File: src/rtl/axi_addr_window_guard.sv
// ============================================================================
// Module   : axi_addr_window_guard
// Brief    : Passes AXI bursts inside one address window and answers bursts
//            outside it locally with DECERR.
// Revision : 1.0 - initial release
// ============================================================================
`default_nettype none

package axi_pkg;
    typedef struct packed {
        logic [31:0] idx;
        logic [63:0] start_addr;
        logic [63:0] end_addr;
    } xbar_rule_64_t;

    typedef struct packed {
        logic [3:0]  id;
        logic [31:0] addr;
        logic [7:0]  len;
        logic [2:0]  size;
        logic [1:0]  burst;
        logic        lock;
        logic [3:0]  cache;
        logic [2:0]  prot;
        logic [3:0]  qos;
        logic [3:0]  region;
        logic [5:0]  atop;
        logic [0:0]  user;
    } aw_chan_t;

    typedef struct packed {
        logic [31:0] data;
        logic [3:0]  strb;
        logic        last;
        logic [0:0]  user;
    } w_chan_t;

    typedef struct packed {
        logic [3:0] id;
        logic [1:0] resp;
        logic [0:0] user;
    } b_chan_t;

    typedef struct packed {
        logic [3:0]  id;
        logic [31:0] addr;
        logic [7:0]  len;
        logic [2:0]  size;
        logic [1:0]  burst;
        logic        lock;
        logic [3:0]  cache;
        logic [2:0]  prot;
        logic [3:0]  qos;
        logic [3:0]  region;
        logic [0:0]  user;
    } ar_chan_t;

    typedef struct packed {
        logic [3:0]  id;
        logic [31:0] data;
        logic [1:0]  resp;
        logic        last;
        logic [0:0]  user;
    } r_chan_t;

    typedef struct packed {
        aw_chan_t aw;
        logic     aw_valid;
        w_chan_t  w;
        logic     w_valid;
        logic     b_ready;
        ar_chan_t ar;
        logic     ar_valid;
        logic     r_ready;
    } axi_req_t;

    typedef struct packed {
        logic     aw_ready;
        logic     ar_ready;
        logic     w_ready;
        logic     b_valid;
        b_chan_t  b;
        logic     r_valid;
        r_chan_t  r;
    } axi_resp_t;
endpackage

module axi_addr_window_guard #(
    parameter int unsigned AxiAddrWidth = 32,
    parameter int unsigned AxiIdWidth   = 4,
    parameter int unsigned MaxWrTxns    = 8,
    parameter int unsigned MaxRdTxns    = 8,
    parameter type rule_t     = axi_pkg::xbar_rule_64_t,
    parameter type slv_req_t  = axi_pkg::axi_req_t,
    parameter type slv_resp_t = axi_pkg::axi_resp_t,
    parameter type mst_req_t  = axi_pkg::axi_req_t,
    parameter type mst_resp_t = axi_pkg::axi_resp_t
) (
    input  logic      clk_i,
    input  logic      rst_i,
    input  slv_req_t  slv_req_i,
    output slv_resp_t slv_rsp_o,
    output mst_req_t  mst_req_o,
    input  mst_resp_t mst_rsp_i,
    input  rule_t     addr_map_i
);

    localparam int unsigned c_WR_CNT_W = $clog2(MaxWrTxns + 1);
    localparam int unsigned c_RD_CNT_W = $clog2(MaxRdTxns + 1);
    localparam logic [c_WR_CNT_W-1:0] c_WR_MAX = c_WR_CNT_W'(MaxWrTxns);
    localparam logic [c_RD_CNT_W-1:0] c_RD_MAX = c_RD_CNT_W'(MaxRdTxns);
    localparam logic [1:0] c_DECERR = 2'b11;

    typedef enum logic [1:0] {
        W_IDLE     = 2'd0,
        W_FWD      = 2'd1,
        W_ERR_DATA = 2'd2,
        W_ERR_RESP = 2'd3
    } wr_state_t;

    typedef enum logic [0:0] {
        R_IDLE = 1'b0,
        R_ERR  = 1'b1
    } rd_state_t;

    wr_state_t r_wr_state, w_wr_state_nxt;
    rd_state_t r_rd_state, w_rd_state_nxt;

    logic [c_WR_CNT_W-1:0] r_wr_cnt;
    logic [c_RD_CNT_W-1:0] r_rd_cnt;
    logic [AxiIdWidth-1:0] r_b_id;
    logic [AxiIdWidth-1:0] r_r_id;
    logic [7:0]            r_r_len;
    logic [7:0]            r_r_beat;

    logic [AxiAddrWidth-1:0] w_start;
    logic [AxiAddrWidth-1:0] w_end;
    logic w_aw_in, w_ar_in;
    logic w_aw_valid, w_aw_ready, w_w_valid, w_w_ready, w_b_local, w_aw_err_acc;
    logic w_ar_valid, w_ar_ready, w_r_local, w_ar_err_acc;
    logic w_wr_inc, w_wr_dec, w_rd_inc, w_rd_dec;
    logic w_unused_rule;

    assign w_start = addr_map_i.start_addr[AxiAddrWidth-1:0];
    assign w_end   = addr_map_i.end_addr[AxiAddrWidth-1:0];
    assign w_aw_in = (slv_req_i.aw.addr >= w_start) && (slv_req_i.aw.addr < w_end);
    assign w_ar_in = (slv_req_i.ar.addr >= w_start) && (slv_req_i.ar.addr < w_end);
    assign w_unused_rule = ^addr_map_i;

    // Write path: forwarded bursts pass straight through, rejected ones are drained here.
    always_comb begin
        w_wr_state_nxt = r_wr_state;
        w_aw_valid     = 1'b0;
        w_aw_ready     = 1'b0;
        w_w_valid      = 1'b0;
        w_w_ready      = 1'b0;
        w_b_local      = 1'b0;
        w_aw_err_acc   = 1'b0;
        case (r_wr_state)
            W_IDLE: begin
                if (slv_req_i.aw_valid) begin
                    if (w_aw_in) begin
                        if (r_wr_cnt != c_WR_MAX) begin
                            w_aw_valid = 1'b1;
                            w_aw_ready = mst_rsp_i.aw_ready;
                            if (mst_rsp_i.aw_ready) begin
                                w_wr_state_nxt = W_FWD;
                            end
                        end
                    end else begin
                        w_aw_ready     = 1'b1;
                        w_aw_err_acc   = 1'b1;
                        w_wr_state_nxt = W_ERR_DATA;
                    end
                end
            end
            W_FWD: begin
                w_w_valid = slv_req_i.w_valid;
                w_w_ready = mst_rsp_i.w_ready;
                if (slv_req_i.w_valid && mst_rsp_i.w_ready && slv_req_i.w.last) begin
                    w_wr_state_nxt = W_IDLE;
                end
            end
            W_ERR_DATA: begin
                w_w_ready = 1'b1;
                if (slv_req_i.w_valid && slv_req_i.w.last) begin
                    w_wr_state_nxt = W_ERR_RESP;
                end
            end
            W_ERR_RESP: begin
                // Hold the DECERR back until every forwarded B has drained, keeping B order.
                if (r_wr_cnt == '0) begin
                    w_b_local = 1'b1;
                    if (slv_req_i.b_ready) begin
                        w_wr_state_nxt = W_IDLE;
                    end
                end
            end
        endcase
    end

    always_comb begin
        w_rd_state_nxt = r_rd_state;
        w_ar_valid     = 1'b0;
        w_ar_ready     = 1'b0;
        w_r_local      = 1'b0;
        w_ar_err_acc   = 1'b0;
        case (r_rd_state)
            R_IDLE: begin
                if (slv_req_i.ar_valid) begin
                    if (w_ar_in) begin
                        if (r_rd_cnt != c_RD_MAX) begin
                            w_ar_valid = 1'b1;
                            w_ar_ready = mst_rsp_i.ar_ready;
                        end
                    end else if (r_rd_cnt == '0) begin
                        w_ar_ready     = 1'b1;
                        w_ar_err_acc   = 1'b1;
                        w_rd_state_nxt = R_ERR;
                    end
                end
            end
            R_ERR: begin
                w_r_local = 1'b1;
                if (slv_req_i.r_ready && (r_r_beat == r_r_len)) begin
                    w_rd_state_nxt = R_IDLE;
                end
            end
        endcase
    end

    always_comb begin
        mst_req_o          = slv_req_i;
        mst_req_o.aw_valid = w_aw_valid & ~rst_i;
        mst_req_o.w_valid  = w_w_valid & ~rst_i;
        mst_req_o.b_ready  = slv_req_i.b_ready & ~w_b_local & ~rst_i;
        mst_req_o.ar_valid = w_ar_valid & ~rst_i;
        mst_req_o.r_ready  = slv_req_i.r_ready & ~w_r_local & ~rst_i;

        slv_rsp_o          = mst_rsp_i;
        slv_rsp_o.aw_ready = w_aw_ready & ~rst_i;
        slv_rsp_o.w_ready  = w_w_ready & ~rst_i;
        slv_rsp_o.ar_ready = w_ar_ready & ~rst_i;
        slv_rsp_o.b_valid  = (w_b_local | mst_rsp_i.b_valid) & ~rst_i;
        slv_rsp_o.r_valid  = (w_r_local | mst_rsp_i.r_valid) & ~rst_i;
        if (w_b_local) begin
            slv_rsp_o.b.id   = r_b_id;
            slv_rsp_o.b.resp = c_DECERR;
            slv_rsp_o.b.user = '0;
        end
        if (w_r_local) begin
            slv_rsp_o.r.id   = r_r_id;
            slv_rsp_o.r.data = '0;
            slv_rsp_o.r.resp = c_DECERR;
            slv_rsp_o.r.last = (r_r_beat == r_r_len);
            slv_rsp_o.r.user = '0;
        end
    end

    assign w_wr_inc = w_aw_valid & mst_rsp_i.aw_ready & ~rst_i;
    assign w_wr_dec = mst_rsp_i.b_valid & slv_req_i.b_ready & ~w_b_local & ~rst_i;
    assign w_rd_inc = w_ar_valid & mst_rsp_i.ar_ready & ~rst_i;
    assign w_rd_dec = mst_rsp_i.r_valid & mst_rsp_i.r.last & slv_req_i.r_ready & ~w_r_local & ~rst_i;

    always_ff @(posedge clk_i) begin
        if (rst_i) begin
            r_wr_state <= W_IDLE;
            r_rd_state <= R_IDLE;
            r_wr_cnt   <= '0;
            r_rd_cnt   <= '0;
            r_b_id     <= '0;
            r_r_id     <= '0;
            r_r_len    <= '0;
            r_r_beat   <= '0;
        end else begin
            r_wr_state <= w_wr_state_nxt;
            r_rd_state <= w_rd_state_nxt;

            if (w_wr_inc && !w_wr_dec) begin
                r_wr_cnt <= r_wr_cnt + c_WR_CNT_W'(1);
            end else if (w_wr_dec && !w_wr_inc && (r_wr_cnt != '0)) begin
                r_wr_cnt <= r_wr_cnt - c_WR_CNT_W'(1);
            end

            if (w_rd_inc && !w_rd_dec) begin
                r_rd_cnt <= r_rd_cnt + c_RD_CNT_W'(1);
            end else if (w_rd_dec && !w_rd_inc && (r_rd_cnt != '0)) begin
                r_rd_cnt <= r_rd_cnt - c_RD_CNT_W'(1);
            end

            if (w_aw_err_acc) begin
                r_b_id <= slv_req_i.aw.id;
            end

            if (w_ar_err_acc) begin
                r_r_id   <= slv_req_i.ar.id;
                r_r_len  <= slv_req_i.ar.len;
                r_r_beat <= '0;
            end else if (w_r_local && slv_req_i.r_ready) begin
                r_r_beat <= r_r_beat + 8'd1;
            end
        end
    end

endmodule

`default_nettype wire

File: config.mk
export PLATFORM = sky130hd
export DESIGN_NAME = axi_addr_window_guard
export DESIGN_NICKNAME = d
export VERILOG_FILES = /design/src/rtl/axi_addr_window_guard.sv
export SDC_FILE = /design/constraint.sdc
export NUM_CORES = 1
export LEC_CHECK = 0
export CAP_MARGIN = 30
export CELL_PAD_IN_SITES_DETAIL_PLACEMENT = 0
export CELL_PAD_IN_SITES_GLOBAL_PLACEMENT = 1
export CORE_AREA = 10 10 238 240
export CTS_CLUSTER_SIZE = 10
export DETAILED_ROUTE_END_ITERATION = 6
export DIE_AREA = 0 0 248 250
export GPL_TIMING_DRIVEN = 0
export PLACE_DENSITY = 0.62
export SYNTH_ARGS = -nofsm -noshare
export SYNTH_HDL_FRONTEND = slang
export SYNTH_SLANG_ARGS = --single-unit
File: constraint.sdc
create_clock -name clk_i -period 9.6 [get_ports clk_i]
set_input_delay 2.88 -clock clk_i [delete_from_list [all_inputs] [get_ports clk_i]]
set_output_delay 2.88 -clock clk_i [all_outputs]
set_load 0.02 [all_outputs]
* After elaboration in Yosys (flattened, before gate mapping)
Cells that the tools add are included.
** Storage, ports and cells
- Register bits :: 35
- Input port bits :: 395
- Output and inout port bits :: 233
- Word-level logic and storage cells :: 130
** Operators by class
- Add/subtract/negate cells :: 5
- Order comparisons :: 4
- Equality and inequality tests :: 13
- Mux-type cells :: 45
- Bitwise operators :: 29
- Reduce and logical (&&, ||, !) cells :: 26
** Operator list (count)
- $ge 32x32->1 :: 2
- $lt 32x32->1 :: 2
- $mux 40 :: 1
- $mux 1 :: 28
- $and 1x1->1 :: 23
- $mux 2 :: 8
- $mux 4 :: 4
- $logic_and 1x1->1 :: 13
- $ne 2x2->1 const B :: 5
- $add 4x1->4 const B :: 2
- $add 8x1->8 const B :: 1
- $eq 8x8->1 :: 1
- $logic_not 4->1 :: 2
- $ne 4x4->1 const B :: 2
- $pmux 2 s4 :: 1
- $reduce_bool 4->1 :: 2
- $sub 4x1->4 const B :: 2
- $mux 7 :: 1
- $reduce_and 7->1 :: 1
- $ne 3x3->1 const B :: 2
- $eq 2x2->1 const B :: 2
- $logic_not 1->1 :: 4
- $not 1->1 :: 4
- $pmux 1 s2 :: 2
- other kinds (5) :: 7

* Longest topological paths before layout
Gate-level depths: netlist of the first run.
- Depth in word-level cells :: 12
- Mapped depth :: 15
- Gate-level depth less buffers :: 15

* Least setup slack after synthesis of the first run
No wires, ideal clock.
- Kind :: input-to-output
- Start point :: in slv_req_i[32] (netlist name)
- End point :: out slv_rsp_o[50] (netlist name)
- Data arrival time :: 5.449 ns
- Data required time :: 6.720 ns
- Slack :: 1.271 ns
- Stages :: 10
- Path buffers :: 1
- Path through :: inv_1 ha_1 nand2b_4 a2111oi_4 o32ai_1 or4_4 a2111oi_4 o311ai_4 buf_2 o21bai_1
** RTL lines
- start: declaration :: line 101 : input slv_req_t slv_req_i,
- end: declaration :: line 102 : output slv_resp_t slv_rsp_o,

==> impl_metrics.py, run 1 <==
metrics = {
    "routing": {
        "drtIter0Drc": 169,
        "routedWlPerCell_um": 17.2,
        "drc_errors": 0,
        "top_layer": "met5",
        "drt-pass1-iter-count": 6,
        "vias": 7074,
        "routed_wl_um": 33800,
        "antenna_left": 0,
        "viasPerCell": 3.59,
        "met1_length_um": 13200,
        "route.met3.wl_um": 3000,
        "wl_met2_um": 17200,
    },
    "worst_setup_path": {
        "critPathCaptureType": "output port",
        "rrSetupSlack_ps": 6570,
        "crit_required_ps": 6720,
        "rr_startpoint": "r_wr_cnt[0]",
        "start_kind": "input pin",
        "cp.arrival_ps": 6550,
        "crit_fanout": 10,
        "reg2regPathDepth": 11,
        "critPathLaunch": "slv_req_i[32]",
        "cp-endpoint": "slv_rsp_o[50]",
        "path_class": "in -> out",
        "worstReg2RegEnd": "r_wr_cnt[3]",
    },
    "timing": {
        "finClkSkew_ps": 1.50,
        "finalCriticalPeriod_ps": 9430,
        "slew-limit-headroom": 0.432,
        "rsz0062_at_grt": "false",
        "worst_pin_slew_ps": 831,
        "hold_viol": 0,
        "clock.fmax_mhz": 106,
        "final-setup-viol-count": 0,
        "fin_crit_sh": 0.982,
        "drv_slew": 0,
    },
    "logic_synthesis": {
        "syn_area_um2": 6600,
        "ys.flop_type": "dfxtp_1",
        "syn_avg_cell_area_um2": 7.94,
        "yosysTopAreaCell": "ha_1",
        "yosys_warnings": 0,
        "ys_seq_area_frac": 0.106,
        "ys_ff_latch": 35,
        "synth_cell_type_count": 57,
        "synthCells": 831,
        "yosys-top-cells-area": "ha_1, buf_4, dfxtp_1",
        "synth_edf_count": 0,
        "yosysTopAreaCellShare": 0.256,
        "synth-async-reset-ratio": 0,
        "synth_fp_nets": 1363,
    },
    "cells_and_area": {
        "drive_above_1_share": 0.167,
        "stdcell_area_um2": 12000,
        "final_cell_mix": "clkdlybuf4s50_1, buf_4, ha_1",
        "final_nets": 1809,
        "final_common_cell": "clkdlybuf4s50_1",
        "area_growth_pct": 82.0,
    },
    "flow_run": {
        "cap_violations": 0,
    },
    "global_route": {
        "antenna_found_initial": 5,
        "grt_max_degree": 12,
        "grt_pass1_vias": 7737,
        "grt_overflow": 0,
        "track_usage": 0.102,
        "grt_pass1_wl_um": 48400,
    },
    "placement": {
        "place_congestion": 0.826,
        "place_area_um2": 11800,
        "io_buffers": 436,
        "hpwl_um": 31600,
    },
    "clock_network": {
        "cts_tree": "done",
        "clock_sinks": 35,
        "htree_levels": 2,
        "cts-root-buf": "clkbuf_16",
        "clk_pin_slew_worst_paths_ps": 60,
        "cts_buffers": 5,
        "cts_buffer_depth": 2,
        "clk_latency_ps": 270,
        "ctsHoldBuffers": 0,
    },
    "power_and_ir_drop": {
        "combinationalPowerShare": 0.675,
        "powerDensity_nw_per_um2": 87.4,
        "power_leakage_nw": 5.31,
        "p_int_uw": 628,
        "swShare": 0.401,
        "p_sw_uw": 421,
        "clkPwrFrac": 0.150,
        "power_mw": 1.05,
        "seqPwrFrac": 0.175,
        "ir_worst_vdd_uv": 45.6,
    },
    "floorplanning": {
        "fp-row-count": 84,
        "ios": 628,
        "core_um2": 52000,
        "die_area_um2": 62000,
        "start_util": 0.127,
        "fp.dieH_um": 250,
        "die_w_um": 248,
    },
    "outcome": {
        "status": "complete, no violations",
    },
    "min_path": {
        "hold_path_class": "reg -> reg",
    },
}
worst min path at each step:
stage                 from           to  depth (start not counted)
3_5_place_dp     r_r_id[1]    r_r_id[1]                          2
2_1_floorplan  r_wr_cnt[3]  r_wr_cnt[3]                          1
5_1_grt          r_b_id[2]    r_b_id[2]                          2
4_1_cts          r_r_id[1]    r_r_id[1]                          2
6_report         r_b_id[0]    r_b_id[0]                          2
3_3_place_gp   r_wr_cnt[3]  r_wr_cnt[3]                          1
layout make-up:
class,count,area [um2]
fillers,5696,40000
repair buffers,439,4390
multi-input cells,533,4270
plain buffers,188,1370
well taps,688,861
flip-flops and latches,35,701
inverters,75,282
clock buffers,6,129
clock inverters,2,12.5
diodes,3,7.51
metrics by stage:
| step | TNS, ps | worst slack [ps] | cells | utilization | hold WS [ps] |
|---|---|---|---|---|---|
| 6_report | 0 | 174 | 1969 | 0.231 | 493 |
| 5_1_grt | 0 | 12.4 | 1966 | 0.231 | 528 |
| 4_1_cts | 0 | 30.1 | 1966 | 0.231 | 501 |
| 3_5_place_dp | -709 | -371 | 1956 | 0.227 | 484 |
| 3_3_place_gp | -721 | -368 | 1955 | 0.227 | 470 |
| 2_1_floorplan | 0 | 1270 | 831 | - | 450 |
cell usage after synthesis (2+ instances only):
master and n:
o21a_1 3, clkbuf_1 8, nor2_1 48, a221oi_1 4, a2111oi_4 2, xnor2_1 14
mux2i_1 23, xor2_1 4, fa_1 2, a31oi_1 5, nand3_1 18, o22ai_1 3
nand4_1 20, nand2b_1 11, a211o_1 3, or2_2 3, nor4_1 5, ha_1 135
buf_1 2, o21ai_0 19, o21bai_1 2, inv_1 75, and4_1 3, nor2b_1 37
a21oi_1 51, o32ai_1 3, nand2_1 44, o2111ai_1 3, mux2_2 11, a211oi_1 6
a21o_1 11, buf_4 176, dfxtp_1 35, buf_2 2, or4_1 2, nor3_1 7
and2_0 2, and2_1 3, and3_1 4, a2111oi_0 3, or3_1 3
timing repair:
item,CTS,global route
hold endpoints to repair,0,0
setup buffers,2,0
endpoints found under the setup margin,3,1
resized for setup,2,2
pin swaps,1,0
power by group through the flow:
| stage | clock, mW | sequential [mW] | combinational (mW) |
|---|---|---|---|
| floorplan | 0 | 0.182 | 0.396 |
| global placement | 0 | 0.186 | 0.712 |
| detailed placement | 0 | 0.186 | 0.718 |
| CTS | 0.165 | 0.183 | 0.723 |
| global route | 0.171 | 0.187 | 0.778 |
| finish | 0.157 | 0.184 | 0.709 |
worst max-delay path: stages:
cell and delay [ps]:
clkdlybuf4s50_1 520, inv_1 60, ha_1 290, nand2b_4 150, a2111oi_4 390, o32ai_1 140
or4_4 490, a2111oi_4 350, buf_4 200, o311ai_4 190, buf_2 310, o21bai_1 150
dlygate4sd2_1 400
state kept, by name, summed over array words and instances, names as in the netlist:
register / count
r_r_id: 4
r_rd_cnt: 4
r_wr_state: 2
r_rd_state: 1
r_wr_cnt: 4
r_r_beat: 8
r_r_len: 8
r_b_id: 4
logic make-up (layout without fill, tap and decap cells):
logic type,after synthesis,in the layout,share of synthesized area
muxes,36,36,0.0580
and+or+nand+nor,216,216,0.172
AOI/OAI and AO/OA,126,126,0.128
buffers and inverters,263,710,0.250
xor gates and xnor gates,18,18,0.0239
DFF,35,35,0.106
adders and majority gates,137,137,0.262
other,0,3,0
layer usage:
metal,track usage,vias to the layer above
met1,0.110,3128
met3,0.0311,20
li1,-,3611
met4,0.0129,4
met2,0.193,311
met5,0,-
Note: power is estimated with default switching activity, not from simulation.
==> run 2: changes to the inputs <==
Settings changed: CORE_AREA 10 10 238 240 to 4 4 245 247, DIE_AREA 0 0 248 250 to 0 0 249 251, PLACE_DENSITY 0.62 to 0.57.
==> run 2 against run 1 <==
Non-clock buffer count down 1. First-iteration DRC count is 5.3% lower. Wire length is 9.8% lower. Power up 0.84%. Setup slack better by 130 ps. Fmax grew 1.4%. Highest routed layer is now met4. Register-to-register slack hardly changed. Clock-buffer cell count shrank 1. Utilization is 2.1 points lower.
==> impl_metrics.py, run 2 (same netlist as run 1, synthesis figures left out) <==
metrics = {
    "global_route": {
        "use_met3": 0.0179,
        "antenna_found_initial": 1,
        "grt_overflow": 0,
        "grt_pass1_vias": 7516,
        "met1_usage": 0.109,
        "grt_pass1_wl_um": 45000,
        "grt_busiest_layer": "met2",
        "track_usage": 0.0911,
        "grt_use_met2": 0.168,
        "grt_max_degree": 13,
    },
    "routing": {
        "routedWlPerCell_um": 14.9,
        "antenna_left": 0,
        "drt-pass1-iter-count": 4,
        "viasPerCell": 3.44,
        "drtIter0Drc": 160,
        "vias": 7027,
        "routed_wl_um": 30500,
        "drc_errors": 0,
    },
    "clock_network": {
        "htree_levels": 2,
        "clock_sinks": 35,
        "clk_latency_ps": 280,
        "cts_buffer_depth": 2,
        "cts_tree": "done",
        "cts_buffers": 5,
        "clk_pin_slew_worst_paths_ps": 60,
        "cts-root-buf": "clkbuf_16",
    },
    "timing": {
        "clock.fmax_mhz": 108,
        "hold_viol": 0,
        "worst_pin_slew_ps": 744,
        "rsz0062_at_grt": "false",
        "drv_slew": 0,
        "hold_ws_ps": 495,
        "slew-limit-headroom": 0.501,
        "final-setup-viol-count": 0,
        "finalCriticalPeriod_ps": 9290,
        "fin_crit_sh": 0.968,
        "finClkSkew_ps": 5.46,
    },
    "cells_and_area": {
        "final_nets": 1808,
        "reg_top3": "r_r_beat (8), r_r_len (8)",
        "drive_above_1_share": 0.168,
        "final_cell_mix": "clkdlybuf4s50_1, buf_4, ha_1",
        "area_growth_pct": 83.4,
        "stdcell_area_um2": 12100,
        "final_common_cell": "clkdlybuf4s50_1",
    },
    "floorplanning": {
        "core_um2": 57600,
        "fp-row-count": 88,
        "ios": 628,
        "fp.dieH_um": 251,
        "start_util": 0.115,
        "die_w_um": 249,
        "die_area_um2": 62500,
    },
    "placement": {
        "hpwl_um": 28000,
        "place_area_um2": 11900,
        "io_buffers": 436,
        "place_congestion": 0.936,
    },
    "worst_setup_path": {
        "rrSetupSlack_ps": 6560,
        "cp.arrival_ps": 6410,
        "critPathCaptureType": "output port",
        "crit_fanout": 6,
        "crit_required_ps": 6720,
        "start_kind": "input pin",
        "path_class": "in -> out",
    },
    "power_and_ir_drop": {
        "power_leakage_nw": 5.31,
        "ir_worst_vdd_uv": 49.6,
        "powerDensity_nw_per_um2": 87.4,
    },
    "min_path": {
        "hold_path_class": "reg -> reg",
    },
    "outcome": {
        "status": "complete, no violations",
    },
    "flow_run": {
        "cap_violations": 0,
    },
}
run 2: cell count changes in the layout (fill, tap and decap cells not counted), sizes merged:
cell and delta:
diode -2, buf -1, clkinvlp +1, dlygate4sd2 -1
run 2: area by class of cell:
class / instances / area (um2)
fill: 6388 / 45500
timing repair buffer: 438 / 4370
multi-input combinational: 533 / 4270
buffer: 188 / 1370
tap: 765 / 957
sequential: 35 / 701
inverter: 75 / 282
clock buffer: 5 / 125
clock inverter: 3 / 20.0
antenna: 1 / 2.50
run 2: repair_timing:
item / CTS / global route
buffers inserted: 2 / 0
gates resized for setup: 3 / 7
hold endpoints to repair: 0 / 0
hold buffers: 0 / 0
setup endpoints to repair: 3 / 3
pin swaps: 1 / 1
run 2: per-layer routing:
metal,part of all wire,vias up
li1,-,3602
met1,0.42,3087
met2,0.50,308
met3,0.056,30
met4,0.024,0
met5,0,-
run 2: worst paths after layout:
path,start,to,depth (start not counted)
hold reg to reg,r_wr_cnt[3],r_wr_cnt[3],1
setup reg to reg,r_wr_cnt[0],r_wr_cnt[3],11
hold / removal,r_wr_cnt[3],r_wr_cnt[3],1
setup / recovery,slv_req_i[175],mst_req_o[108],10
run 2: per-stage QoR:
| step | worst slack, ps | TNS (ps) | total power, mW | std cells | utilization |
|---|---|---|---|---|---|
| floorplan | 1270 | 0 | 0.577 | 831 | - |
| global placement | -472 | -955 | 0.901 | 2032 | 0.207 |
| detailed placement | -467 | -935 | 0.905 | 2032 | 0.207 |
| CTS | 13.1 | 0 | 1.08 | 2042 | 0.210 |
| global route | 31.3 | 0 | 1.14 | 2042 | 0.210 |
| finish | 306 | 0 | 1.06 | 2043 | 0.210 |
run 2: report_power, final:
group          internal (mW)  switching (mW)  leakage (nW)
clock                 0.0957          0.0673        0.0658
sequential             0.165          0.0180         0.285
combinational          0.369           0.343          4.96
run 2: worst max-delay path, stage by stage:
cell             delay, ps
clkdlybuf4s50_1        550
ha_1                   390
nand4_1                190
or4_1                  680
a21oi_1                260
o31ai_2                190
o2111ai_4              170
and2_1                 310
and3_1                 190
clkdlybuf4s50_1        600
==> run 3: changes to the inputs <==
Settings changed: CORE_AREA 4 4 245 247 to 4 4 243 245, DIE_AREA 0 0 249 251 to 0 0 247 249, PLACE_DENSITY 0.57 to 0.58, REMOVE_ABC_BUFFERS set to 1.
Clock period 9.6 ns to 9.8 ns, I/O delays scaled along.
==> run 3 against run 2 <==
Clock skew rose by 5.1 ps. Critical path depth stayed put. Global-route usage is 7.0 points higher. Flip-flop and latch count unchanged. Non-clock buffer count down 281. Critical endpoint unchanged. Highest routed layer is now met5.
==> impl_metrics.py, run 3 (same netlist as run 1, synthesis figures left out) <==
metrics = {
    "timing": {
        "hold_ws_ps": 493,
        "finalSetupTns_ps": 0,
        "drv_slew": 0,
        "finalCriticalPeriod_ps": 9480,
        "fin_crit_sh": 0.967,
        "hold_viol": 0,
        "rsz0062_at_grt": "false",
        "clock.fmax_mhz": 105,
        "final-setup-viol-count": 0,
        "worst_pin_slew_ps": 866,
        "slew-limit-headroom": 0.422,
        "finClkSkew_ps": 10.6,
    },
    "global_route": {
        "antenna_found_initial": 12,
        "grt_pass1_wl_um": 65700,
        "grt_overflow": 0,
        "track_usage": 0.161,
        "grt_pass1_vias": 6727,
        "grt_max_degree": 46,
    },
    "clock_network": {
        "htree_levels": 2,
        "cts-root-buf": "clkbuf_16",
        "clock_sinks": 35,
        "clk_pin_slew_worst_paths_ps": 60,
        "clk_latency_ps": 280,
        "cts_buffer_depth": 2,
        "ctsHoldBuffers": 0,
        "cts_buffers": 5,
        "cts_tree": "done",
    },
    "routing": {
        "vias": 6566,
        "drt-pass1-iter-count": 4,
        "drc_errors": 0,
        "drtIter0Drc": 219,
        "routedWlPerCell_um": 29.6,
        "routed_wl_um": 52300,
        "antenna_left": 0,
        "viasPerCell": 3.72,
    },
    "worst_setup_path": {
        "crit_fanout": 6,
        "cp.depth": 10,
        "crit_path_frequent_cell": "clkdlybuf4s50_1",
        "start_kind": "input pin",
        "cpPeakStageDelay_ps": 660,
        "path_buf_inv": 2,
        "path_class": "in -> out",
        "crit_required_ps": 6860,
        "cp_cell_sequence": "clkdlybuf4s50_1 > ha_1 > nand4_1 > or4_1 > a21oi_1 > o31ai_2 > o2111ai_1 > and2_1 > and3_1 > clkdlybuf4s50_1",
        "path_delay_family": "simple AND/OR/NAND/NOR gates",
        "crit_path_top_delay_cell": "or4_1",
        "reg2regPathDepth": 11,
        "cp.arrival_ps": 6540,
        "critPathCaptureType": "output port",
    },
    "flow_run": {
        "cap_violations": 0,
    },
    "floorplanning": {
        "start_util": 0.116,
        "core_um2": 57100,
        "die_w_um": 247,
        "die_area_um2": 61500,
        "fp-row-count": 88,
        "fp.dieH_um": 249,
        "ios": 628,
    },
    "cells_and_area": {
        "final_common_cell": "clkdlybuf4s50_1",
        "fill_cells": 6394,
        "final_cell_mix": "clkdlybuf4s50_1, ha_1, inv_1",
        "reg_top3": "r_r_beat (8), r_r_len (8)",
        "drive_above_1_share": 0.0392,
        "area_growth_pct": 48.4,
        "final_nets": 1527,
        "instances_no_fill": 1766,
    },
    "placement": {
        "hpwl_um": 49000,
        "io_buffers": 341,
        "dp.cells": 1751,
        "place_congestion": 0.802,
    },
    "outcome": {
        "status": "complete, no violations",
    },
    "min_path": {
        "hold_path_class": "reg -> reg",
        "holdPathStages": 2,
    },
    "power_and_ir_drop": {
        "ir_worst_vdd_uv": 62.2,
        "power_leakage_nw": 4.08,
        "powerDensity_nw_per_um2": 94.4,
    },
}
-- run 3: cell count changes in the layout (fill, tap and decap cells not counted), moves of 2 or more --
cell and delta:
buf_4 -176, clkdlybuf4s50_1 -96, clkbuf_1 -8, diode_2 +4, buf_1 -2
-- run 3: area by class of cell --
type,instances,area [um2],share of cell area
diodes,5,12.5,0.00128
clock buffers,5,125,0.0128
clock inverters,3,20.0,0.00204
inverters,75,282,0.0287
multi-input cells,533,4260,0.434
flip-flops and latches,35,702,0.0717
well taps,765,957,0.0977
repair buffers,345,3440,0.351
-- run 3: where the power goes --
| part | internal [mW] | switching [mW] |
|---|---|---|
| Sequential | 0.162 | 0.0271 |
| Clock | 0.0937 | 0.0647 |
| Combinational | 0.283 | 0.294 |
-- run 3: path summary, 6_finish.rpt --
check	start	to	slack, ps
min reg2reg	r_b_id[1]	r_b_id[1]	490
max	slv_req_i[175]	mst_req_o[108]	320
max reg2reg	r_wr_cnt[0]	r_wr_cnt[3]	6700
min	r_b_id[1]	r_b_id[1]	490
-- run 3: timing repair --
action	4_1_cts	5_1_grt
endpoints found under the setup margin	3	3
pin swaps	1	0
setup buffers	2	0
resized for setup	2	3
-- run 3: tightest hold or removal path, cell delays in order (launching register included) --
cell and delay (ps):
dfxtp_1 320, mux2i_1 60, nor2_1 70
-- run 3: metal layers --
| metal | share of wire | global-route usage |
|---|---|---|
| met1 | 0.29 | 0.129 |
| met2 | 0.49 | 0.290 |
| met3 | 0.20 | 0.145 |
| met4 | 0.015 | 0.0224 |
| met5 | 0.013 | 0.0628 |
-- run 3: per-stage QoR --
stage | utilization | cell area [um2] | power, mW | worst slack (ps)
finish | 0.171 | 9790 | 0.924 | 320
global route | 0.171 | 9780 | 0.996 | 40.9
CTS | 0.171 | 9790 | 0.942 | 64.2
detailed placement | 0.168 | 9620 | 0.775 | -380
global placement | 0.168 | 9600 | 0.767 | -514
floorplan | - | 5230 | 0.456 | 1420
